$ cat src/rtl/dmem_access_unit.sv
// Bridges the MEM stage's single-cycle load/store signals onto a req/ack data bus,
// stalling the pipeline until completion and latching the first access error.
module dmem_access_unit #(
    parameter int unsigned TIMEOUT   = 255,
    parameter int unsigned CNT_WIDTH = 8
) (
    input  logic        clk,
    input  logic        rst_n,
    input  logic        mem_ren_i,
    input  logic        mem_wen_i,
    input  logic [31:0] mem_addr_i,
    input  logic [31:0] mem_dout_i,
    output logic [31:0] mem_din_o,
    output logic        mem_stall_o,
    output logic        bus_req_o,
    output logic        bus_we_o,
    output logic [31:0] bus_addr_o,
    output logic [31:0] bus_wdata_o,
    input  logic [31:0] bus_rdata_i,
    input  logic        bus_ack_i,
    output logic        err_flag_o,
    output logic [31:0] err_addr_o
);

    localparam int unsigned DW = 32;

    typedef enum logic [1:0] {
        IDLE = 2'd0,
        BUSY = 2'd1,
        DONE = 2'd2
    } state_e;

    state_e               state_q,     state_d;
    logic                 bus_req_q,   bus_req_d;
    logic                 bus_we_q,    bus_we_d;
    logic [DW-1:0]        bus_addr_q,  bus_addr_d;
    logic [DW-1:0]        bus_wdata_q, bus_wdata_d;
    logic [DW-1:0]        mem_din_q,   mem_din_d;
    logic                 err_flag_q,  err_flag_d;
    logic [DW-1:0]        err_addr_q,  err_addr_d;
    logic [CNT_WIDTH-1:0] cnt_q,       cnt_d;

    logic req_present;
    logic req_bad;

    assign req_present = mem_ren_i | mem_wen_i;
    assign req_bad     = (mem_addr_i[1:0] != 2'b00) | (mem_ren_i & mem_wen_i);

    // Stall is combinational so the request cycle itself freezes the pipeline.
    assign mem_stall_o = ((state_q == IDLE) && req_present) || (state_q == BUSY);

    always_ff @(posedge clk) begin
        if (!rst_n) begin
            state_q     <= IDLE;
            bus_req_q   <= 1'b0;
            bus_we_q    <= 1'b0;
            bus_addr_q  <= '0;
            bus_wdata_q <= '0;
            mem_din_q   <= '0;
            err_flag_q  <= 1'b0;
            err_addr_q  <= '0;
            cnt_q       <= '0;
        end else begin
            state_q     <= state_d;
            bus_req_q   <= bus_req_d;
            bus_we_q    <= bus_we_d;
            bus_addr_q  <= bus_addr_d;
            bus_wdata_q <= bus_wdata_d;
            mem_din_q   <= mem_din_d;
            err_flag_q  <= err_flag_d;
            err_addr_q  <= err_addr_d;
            cnt_q       <= cnt_d;
        end
    end

    always_comb begin
        state_d     = state_q;
        bus_req_d   = bus_req_q;
        bus_we_d    = bus_we_q;
        bus_addr_d  = bus_addr_q;
        bus_wdata_d = bus_wdata_q;
        mem_din_d   = mem_din_q;
        err_flag_d  = err_flag_q;
        err_addr_d  = err_addr_q;
        cnt_d       = cnt_q;

        unique case (state_q)
            IDLE: begin
                if (req_present) begin
                    if (req_bad) begin
                        // Rejected without touching the bus; only the first error address sticks.
                        mem_din_d  = '0;
                        err_flag_d = 1'b1;
                        if (!err_flag_q) begin
                            err_addr_d = mem_addr_i;
                        end
                        state_d = DONE;
                    end else begin
                        bus_req_d   = 1'b1;
                        bus_we_d    = mem_wen_i;
                        bus_addr_d  = {mem_addr_i[DW-1:2], 2'b00};
                        bus_wdata_d = mem_dout_i;
                        cnt_d       = '0;
                        state_d     = BUSY;
                    end
                end
            end
            BUSY: begin
                if (bus_ack_i) begin
                    bus_req_d = 1'b0;
                    if (!bus_we_q) begin
                        mem_din_d = bus_rdata_i;
                    end
                    state_d = DONE;
                end else if (cnt_q == CNT_WIDTH'(TIMEOUT - 1)) begin
                    bus_req_d  = 1'b0;
                    mem_din_d  = '0;
                    err_flag_d = 1'b1;
                    if (!err_flag_q) begin
                        err_addr_d = bus_addr_q;
                    end
                    state_d = DONE;
                end else begin
                    cnt_d = cnt_q + CNT_WIDTH'(1);
                end
            end
            DONE: begin
                state_d = IDLE;
            end
            default: begin
                state_d = IDLE;
            end
        endcase
    end

    assign bus_req_o   = bus_req_q;
    assign bus_we_o    = bus_we_q;
    assign bus_addr_o  = bus_addr_q;
    assign bus_wdata_o = bus_wdata_q;
    assign mem_din_o   = mem_din_q;
    assign err_flag_o  = err_flag_q;
    assign err_addr_o  = err_addr_q;

endmodule

$ cat config.mk
export PLATFORM = sky130hd
export DESIGN_NAME = dmem_access_unit
export DESIGN_NICKNAME = d
export VERILOG_FILES = /design/src/rtl/dmem_access_unit.sv
export SDC_FILE = /design/constraint.sdc
export NUM_CORES = 1
export LEC_CHECK = 0
export CORE_MARGIN = 2
export CORE_UTILIZATION = 45
export CTS_CLUSTER_SIZE = 25
export DETAILED_ROUTE_END_ITERATION = 8
export HOLD_SLACK_MARGIN = 0.03
export PLACE_DENSITY = 0.86
export SETUP_SLACK_MARGIN = 0.4
export SKIP_LAST_GASP = 1
export SYNTH_ARGS = -nofsm -noshare
export SYNTH_HDL_FRONTEND = slang
export SYNTH_SLANG_ARGS = --single-unit
$ cat constraint.sdc
create_clock -name clk -period 3.09 [get_ports clk]
set_input_delay 0.4635 -clock clk [delete_from_list [all_inputs] [get_ports clk]]
set_output_delay 0.4635 -clock clk [all_outputs]
set_load 0.02 [all_outputs]
==> results of run 1 <==
==> path summary, 6_finish.rpt <==
check / from / endpoint / slack, ps / cells past startpoint
hold reg to reg: bus_wdata_o[14] / bus_wdata_o[14] / 450 / 2
setup / recovery: cnt_q[0] / cnt_q[6] / 660 / 6
setup reg to reg: cnt_q[0] / cnt_q[6] / 660 / 6
hold / removal: bus_wdata_o[14] / bus_wdata_o[14] / 450 / 2
==> power breakdown <==
group	leakage [nW]	switching (mW)	internal [mW]
Sequential	1.13	0.0524	1.88
Combinational	2.26	0.368	0.390
Clock	0.250	0.688	1.07
Total	3.64	1.11	3.34
==> layer usage <==
metal / track usage (%) / wire (µm) / vias up / share of wire [%]
met5: 0 / 0 / - / 0
met4: 8.71 / 337 / 0 / 2.1
met3: 6.08 / 970 / 23 / 6.1
met2: 36.8 / 7700 / 193 / 48
met1: 28.2 / 6870 / 2528 / 43
li1: - / - / 2639 / -
==> sequential cells by signal (all words and copies together), names as in the netlist <==
name,count
bus_addr_o,30
bus_req_o,1
bus_wdata_o,32
bus_we_o,1
cnt_q,8
err_addr_o,32
err_flag_o,1
mem_din_o,32
state_q,2
==> Yosys cell counts, drive strengths merged, types with 3 or more instances <==
library cell	instances
or2	3
and3	6
nand2	196
inv	5
o2111ai	4
mux2i	64
nor3	3
o211a	30
dfxtp	139
nor2	3
o21ai	39
buf	26
clkbuf	29
nand3	9
a21boi	65
a21oi	5
==> layout by cell type, fill, tap and decap left out, types with 4 or more instances in the layout <==
cell / instances
nand2_1: 195
a21boi_1: 59
nand3_1: 9
a21oi_1: 5
and3_1: 6
dfxtp_1: 139
clkbuf_1: 6
buf_4: 13
inv_1: 5
o211a_1: 30
mux2i_1: 64
clkbuf_16: 17
clkdlybuf4s50_1: 229
o2111ai_1: 4
a21boi_0: 6
o21ai_0: 36
==> kinds of logic (layout without fill, tap and decap cells) <==
| group | after synthesis | in the layout | share of synthesized area, % |
|---|---|---|---|
| DFF | 139 | 139 | 47.1 |
| adders and majority gates | 2 | 2 | 0.423 |
| other | 1 | 2 | 0.0634 |
| buffers and inverters | 60 | 277 | 5.59 |
| xor gates and xnor gates | 2 | 2 | 0.296 |
| and+or+nand+nor | 231 | 231 | 16.4 |
| muxes | 64 | 64 | 10.8 |
| AOI/OAI and AO/OA | 154 | 154 | 19.3 |
==> layout make-up <==
cell class                      instances  area, µm²  area share [%]
Sequential cell                       139       2780            31.8
Timing Repair Buffer                  243       2410            27.6
Multi-Input combinational cell        455       2810            32.2
Clock buffer                           26        489            5.60
Clock inverter                          3       15.0           0.172
Inverter                                5       18.8           0.215
Tap cell                              172        215            2.46
==> through the flow <==
stage / hold slack (ps) / instances
global placement: 440 / 1014
floorplan: 455 / 654
finish: 450 / 1043
global route: 469 / 1043
detailed placement: 445 / 1014
CTS: 452 / 1043
==> critical path: stages (launching register included) <==
cell and delay, ps:
dfxtp_1 310, inv_1 90, ha_1 160, nand3_1 170
o21ai_0 1020, a2111oi_0 280, o31a_1 290
==> results by group, run 1 <==
Status
  – Status: completed

STA
  – Final hold vios: 0
  – Slew margin rel.: between 10% and 20%
  – Final clock skew: between 7 and 8 ps
  – RSZ-0062 raised after global routing: false
  – Worst-Margin Slew: 1250 ps
  – Fmax: slightly above 0.4 GHz
  – Fin crit share: 78.5%
  – Crit path time final: ~2400 ps
  – Sum Neg Setup Slack: 0 ps
  – Final Max Slew Viols: 0
  – Final setup violation count: 0
  – Final setup margin: roughly 660 ps

Clock network
  – Clock latency on the worst-skew pair: around 400 ps
  – CTS tree: yes
  – Clk Tree Root Cell: clkbuf_16
  – Post-CTS Resized: 0
  – H-tree depth: 4
  – CTS Hold Bufs: 0
  – CTS clk-pin slew, worst paths: ~50 ps
  – Sink Count: approximately 140
  – Post-CTS setup buffer count: 0
  – CTS buffer count: 17
  – Clock tree buffer depth: 2

Cells and area
  – Final Util: between 60 and 70%
  – Final Instance Area: 8740 µm²
  – Share of post-route cells with drive strength above 1: under 10%
  – Area Growth Syn to Fin: 47.9%
  – # fillers: 1,023
  – # diodes: 0
  – Nets: between 900 and 1,000

Detailed routing
  – Final WL: 15.9 mm
  – Antenna Nets Post-Route: 0
  – Drt drc: 0
  – Via/cell ratio: about 5.2
  – Vias: 5,383
  – Initial drt markers: roughly 350
  – Post-DR wirelength/cell: 15.2 µm
  – Number of iterations in the first detailed-routing pass: 8

Floorplan
  – Die width: about 120 µm
  – IO Pins: 233
  – DIE HEIGHT: 119 µm
  – Core ar.: 12,700 µm²
  – Effective utilization at floorplan: a little under half
  – Die area: 14,100 µm²
  – Num rows: just over 40

Place
  – GPL Wtd Cong: between 0.8 and 0.9
  – HPWL after detailed placement: 10.7 mm
  – Pre-CTS WS: 578 ps
  – Placed Area: around 8200 µm²
  – # port buffers: 230

Yosys
  – Synth cell types: 47
  – Area leader, netlist: dfxtp_1
  – EDFF count, synth: 0
  – Mapped Cells: between 600 and 700
  – Seq/Total Area, Yosys: between 40% and 50%
  – Avg Inst Size Synth: around 9.1 µm²
  – Area contributors post-synth: dfxtp_1, nand2_1, mux2i_1, a21boi_1, o211a_1
  – Post-synth top area share: about 47%
  – Ys flop type: dfxtp_1
  – Post-synthesis async set-or-reset flop share: 0%
  – Synth warnings: 0
  – #FFs+latches synth: between 100 and 150
  – Syn Std Cell Area: approximately 5900 µm²

Global route
  – Total grt overflow: 0
  – Number of global-route vias before repair: approximately 5,000
  – Largest net degree at the start of global routing: 52
  – First-pass GRT wire length: ~26 mm
  – Tot GR Track Use: around 23%
  – Initial antenna violation count: 0

Power and ir drop
  – Max VDD drop: 305 µV
  – Power per cell area: about 500 nW/µm²
  – Final Power: 4.45 mW
  – Leakage: around 3.6 nW

Hold path
  – HP Class: flop to flop

Setup path
  – Required @ worst endpoint: ~3400 ps
  – Worst Path Max Fanout: 13
  – Crit Path Category: flop to flop
  – Arrival time at the worst endpoint: 2720 ps
  – Setup crit end kind: flop
  – CP Launch Type: flop

Job
  – Max-Cap Viols: 0
(Power assumes the default switching activity.)
==> run 2, diff against run 1 <==
CORE_UTILIZATION = 44   (was 45)
PLACE_DENSITY = 0.85   (was 0.86)
clock period = 2.33 ns   (was 3.09 ns; I/O delays follow)
==> run 2 against run 1 <==
- clock-buffer cell count is 3 lower
- utilization is 0.84 points lower
- sequential cell count stayed put
- register-to-register slack worse by 140 ps
- clock power is 36% higher
- clock skew is 3.3 ps lower
- critical path type is now input port to primary output
==> results by group, run 2 (synthesis results as in run 1) <==
Global route
  – Initial antenna violation count: 0
  – First-pass GRT wire length: between 20 and 30 mm
  – Tot GR Track Use: between 20 and 25%
  – Total grt overflow: 0
  – Number of global-route vias before repair: roughly 5,300
  – Largest net degree at the start of global routing: 69

STA
  – Sum Neg Setup Slack: 0 ps
  – Fin crit share: about four fifths
  – Final hold vios: 0
  – Worst-Margin Slew: between 600 and 700 ps
  – Crit path time final: approximately 1900 ps
  – Fmax: ~0.54 GHz
  – Final clock skew: 4.45 ps
  – Final setup violation count: 0
  – Slew margin rel.: about three fifths
  – RSZ-0062 raised after global routing: true
  – Final Max Slew Viols: 0

Clock network
  – CTS clk-pin slew, worst paths: approximately 50 ps
  – Clock tree buffer depth: 2
  – Sink Count: 139
  – CTS buffer count: 17
  – H-tree depth: 4
  – CTS tree: yes
  – Clk Tree Root Cell: clkbuf_16
  – Clock latency on the worst-skew pair: between 400 and 500 ps

Place
  – Placed Area: approximately 8400 µm²
  – # port buffers: between 200 and 250
  – GPL Wtd Cong: approximately 0.8
  – HPWL after detailed placement: about 11 mm

Cells and area
  – Commonest cells after routing, fill and taps aside: clkdlybuf4s50_1, nand2_1, dfxtp_1
  – # fillers: around 1,100
  – Area Growth Syn to Fin: 51.5%
  – Final Util: approximately two thirds
  – Commonest non-fill, non-tap cell in the layout: clkdlybuf4s50_1
  – Nets: 980
  – # diodes: 0
  – Share of post-route cells with drive strength above 1: between 7 and 8%
  – Final Instance Area: just under 9000 µm²

Floorplan
  – Num rows: 42
  – IO Pins: around 230
  – Die area: 14,400 µm²
  – DIE HEIGHT: between 100 and 150 µm
  – Die width: 120 µm
  – Effective utilization at floorplan: ~45%
  – Core ar.: about 13,000 µm²

Detailed routing
  – Initial drt markers: approximately 370
  – Final WL: ~16 mm
  – Number of iterations in the first detailed-routing pass: 5
  – Vias: about 5,400
  – Antenna Nets Post-Route: 0
  – Post-DR wirelength/cell: between 15 and 20 µm
  – Via/cell ratio: 5.07
  – Drt drc: 0

Setup path
  – Setup crit end kind: primary output
  – CP Launch Type: input port
  – Worst Path Max Fanout: 8
  – Arrival time at the worst endpoint: between 1500 and 2000 ps
  – Required @ worst endpoint: 1980 ps
  – Crit Path Category: input port to primary output

Hold path
  – HP Class: input port to flop

Power and ir drop
  – Max VDD drop: just under 500 µV
  – Power per cell area: around 670 nW/µm²
  – Leakage: approximately 3.8 nW

Status
  – Status: completed

Job
  – Max-Cap Viols: 0
run 2: cell count changes in the layout (fill, tap and decap cells not counted), sizes merged:
| cell | change |
|---|---|
| clkbuf | -3 |
| buf | +16 |
| dlygate4sd2 | +1 |
| bufinv | +1 |
| clkdlybuf4s50 | -1 |
run 2: layer usage:
metal	track usage [%]	part of all wire, %	vias to the layer above
met4	8.90	2.4	0
met3	5.80	5.3	29
met1	27.5	43	2515
met2	37.7	49	164
met5	0	0	-
li1	-	-	2670
run 2: layout make-up:
| class | count | area [µm²] | area share [%] |
|---|---|---|---|
| clock inverters | 4 | 45.0 | 0.503 |
| inverters | 5 | 18.8 | 0.210 |
| repair buffers | 259 | 2610 | 29.1 |
| well taps | 176 | 220 | 2.46 |
| clock buffers | 23 | 468 | 5.23 |
| flip-flops and latches | 139 | 2780 | 31.1 |
| multi-input cells | 455 | 2810 | 31.4 |
run 2: power breakdown:
| part | internal, mW | switching (mW) | total, mW |
|---|---|---|---|
| combinational | 0.559 | 0.497 | 1.06 |
| clock | 1.49 | 0.913 | 2.40 |
| sequential | 2.50 | 0.0722 | 2.57 |
| total | 4.54 | 1.48 | 6.02 |
run 2: final timing paths:
check                       from               to  slack (ps)  cells past startpoint
setup / recovery       mem_ren_i      mem_stall_o         470                      4
hold reg to reg   bus_wdata_o[9]   bus_wdata_o[9]         450                      2
hold / removal             rst_n  bus_wdata_o[31]         330                      2
setup reg to reg        cnt_q[3]    err_addr_o[0]         520                      5
run 2: repair_timing:
action                                  in CTS  in global routing
hold buffers                                 0                  0
pin swaps                                    1                  3
cloned                                       0                  0
gates resized for setup                      1                  2
endpoints found under the setup margin       2                 53
setup buffers                                0                  5
run 2: worst max-delay path: stages:
cell and delay (ps):
clkdlybuf4s50_1 630, nor3_1 80, nor2_1 80, dlygate4sd2_1 370
run 2: stage by stage:
| step | power, mW | cells | setup slack (ps) | hold WS [ps] |
|---|---|---|---|---|
| floorplan | 3.14 | 654 | 731 | 455 |
| global placement | 3.64 | 1029 | 71.7 | 440 |
| detailed placement | 3.65 | 1029 | 13.3 | 445 |
| CTS | 6.07 | 1056 | 405 | 314 |
| global route | 6.27 | 1061 | 370 | 320 |
| finish | 6.02 | 1061 | 472 | 329 |
==> run 3, diff against run 2 <==
clock period = 1.75 ns   (was 2.33 ns; I/O delays follow)
==> run 3 against run 2 <==
- register-to-register slack got worse by 490 ps
- global-route usage rose by 4.3 points
- non-clock buffer count rose by 58
- sequential power rose by 33%
- sequential cell count did not move
- die area did not move
- total power rose by 45%
- worst setup slack got worse by 450 ps
==> results by group, run 3 (synthesis results as in run 1) <==
Power and ir drop
  – Max VDD drop: 850 µV
  – Leakage: between 4 and 5 nW
  – Power per cell area: 884 nW/µm²
  – Final Power: 8.71 mW

Detailed routing
  – Final WL: roughly 21 mm
  – WL met1: a little under 8 mm
  – Drt drc: 0
  – Post-DR wirelength/cell: approximately 18 µm
  – WL met3: roughly 1.4 mm
  – Via/cell ratio: 5.34
  – Number of iterations in the first detailed-routing pass: 5
  – Initial drt markers: 343
  – Vias: 5,993
  – Antenna Nets Post-Route: 0
  – Top Layer Used: met4
  – Met2 wire length: ~11 mm

Job
  – Max-Cap Viols: 0

Cells and area
  – Non-Filler Instances: approximately 1,100
  – Nets: between 1,000 and 1,500
  – Share of post-route cells with drive strength above 1: 33.7%
  – # diodes: 0
  – Area Growth Syn to Fin: 66.9%
  – Commonest cells after routing, fill and taps aside: nand2_1, dfxtp_1, clkdlybuf4s50_1
  – Commonest non-fill, non-tap cell in the layout: nand2_1
  – Final Instance Area: just under 10,000 µm²

Global route
  – Number of global-route vias before repair: 5,942
  – Largest net degree at the start of global routing: 70
  – Total grt overflow: 0
  – First-pass GRT wire length: ~30 mm
  – Tot GR Track Use: ~27%
  – Initial antenna violation count: 0

Clock network
  – H-tree depth: 4
  – Clock tree buffer depth: 2
  – CTS buffer count: 17
  – CTS clk-pin slew, worst paths: ~60 ps
  – CTS tree: yes
  – Clock latency on the worst-skew pair: roughly 420 ps
  – Sink Count: about 140
  – Clk Tree Root Cell: clkbuf_16

STA
  – Final setup violation count: 0
  – Fmax: roughly 0.58 GHz
  – Final clock skew: around 9.3 ps
  – Crit path time final: 1720 ps
  – RSZ-0062 raised after global routing: true
  – Final setup margin: about 25 ps
  – Final Max Slew Viols: 0
  – Final hold vios: 0
  – Fin crit share: a little over nine tenths

Floorplan
  – Core ar.: roughly 13,000 µm²
  – IO Pins: 233
  – Num rows: between 40 and 50
  – Effective utilization at floorplan: 44.8%
  – DIE HEIGHT: 120 µm
  – Die area: approximately 14,000 µm²
  – Die width: between 100 and 150 µm

Place
  – Placed Area: about 8600 µm²
  – # port buffers: 230
  – Pre-CTS WS: -418 ps
  – GPL Wtd Cong: between 0.8 and 0.9
  – Placed Cells: between 1,000 and 1,500
  – HPWL after detailed placement: 11.8 mm

Hold path
  – HP Class: input port to flop

Setup path
  – Worst Path Max Fanout: 8
  – Crit Path Category: flop to flop
  – Required @ worst endpoint: 2120 ps
  – Arrival time at the worst endpoint: approximately 2100 ps
  – CP Launch Type: flop
  – Setup crit end kind: flop

Status
  – Status: completed
run 3: cell type report:
| cell class | count | area (µm²) |
|---|---|---|
| fillers | 896 | 3330 |
| multi-input cells | 455 | 3270 |
| repair buffers | 317 | 2970 |
| flip-flops and latches | 139 | 2800 |
| clock buffers | 23 | 468 |
| well taps | 176 | 220 |
| clock inverters | 8 | 118 |
| inverters | 5 | 18.8 |
run 3: final timing paths:
kind,from,end,slack (ps),cells after the start
max reg2reg,state_q[0],err_addr_o[27],30,6
min reg2reg,bus_wdata_o[7],bus_wdata_o[7],450,2
max,state_q[0],err_addr_o[27],30,6
min,rst_n,cnt_q[0],210,3
run 3: where the power goes:
group          total, mW  internal [mW]  switching (mW)
combinational       1.66          0.843           0.818
sequential          3.42           3.32           0.103
clock               3.63           2.30            1.33
run 3: layer usage:
layer  global-route usage, %  vias up
met5                       0        -
met4                    13.3        0
met3                    9.36       68
met2                    45.6      235
met1                    29.5     2890
li1                        -     2800
run 3: worst max-delay path: stages, from the launching register on:
cell	delay [ps]
dfxtp_4	410
or3b_4	410
nor4_4	170
buf_6	170
or2_4	200
clkbuf_16	170
o211a_1	130
run 3: timing repair:
item	in CTS	in global routing
buffers inserted	25	6
resized for setup	370	201
hold buffers	0	0
pin swaps	10	65
cloned	8	6
endpoints found under the setup margin	268	232
run 3: through the flow:
step	hold slack, ps	utilization (%)	setup TNS [ps]
floorplan	397	-	0
global placement	440	65.2	-40190
detailed placement	444	65.2	-42000
CTS	167	74.4	0
global route	201	74.8	-259
finish	206	74.8	0
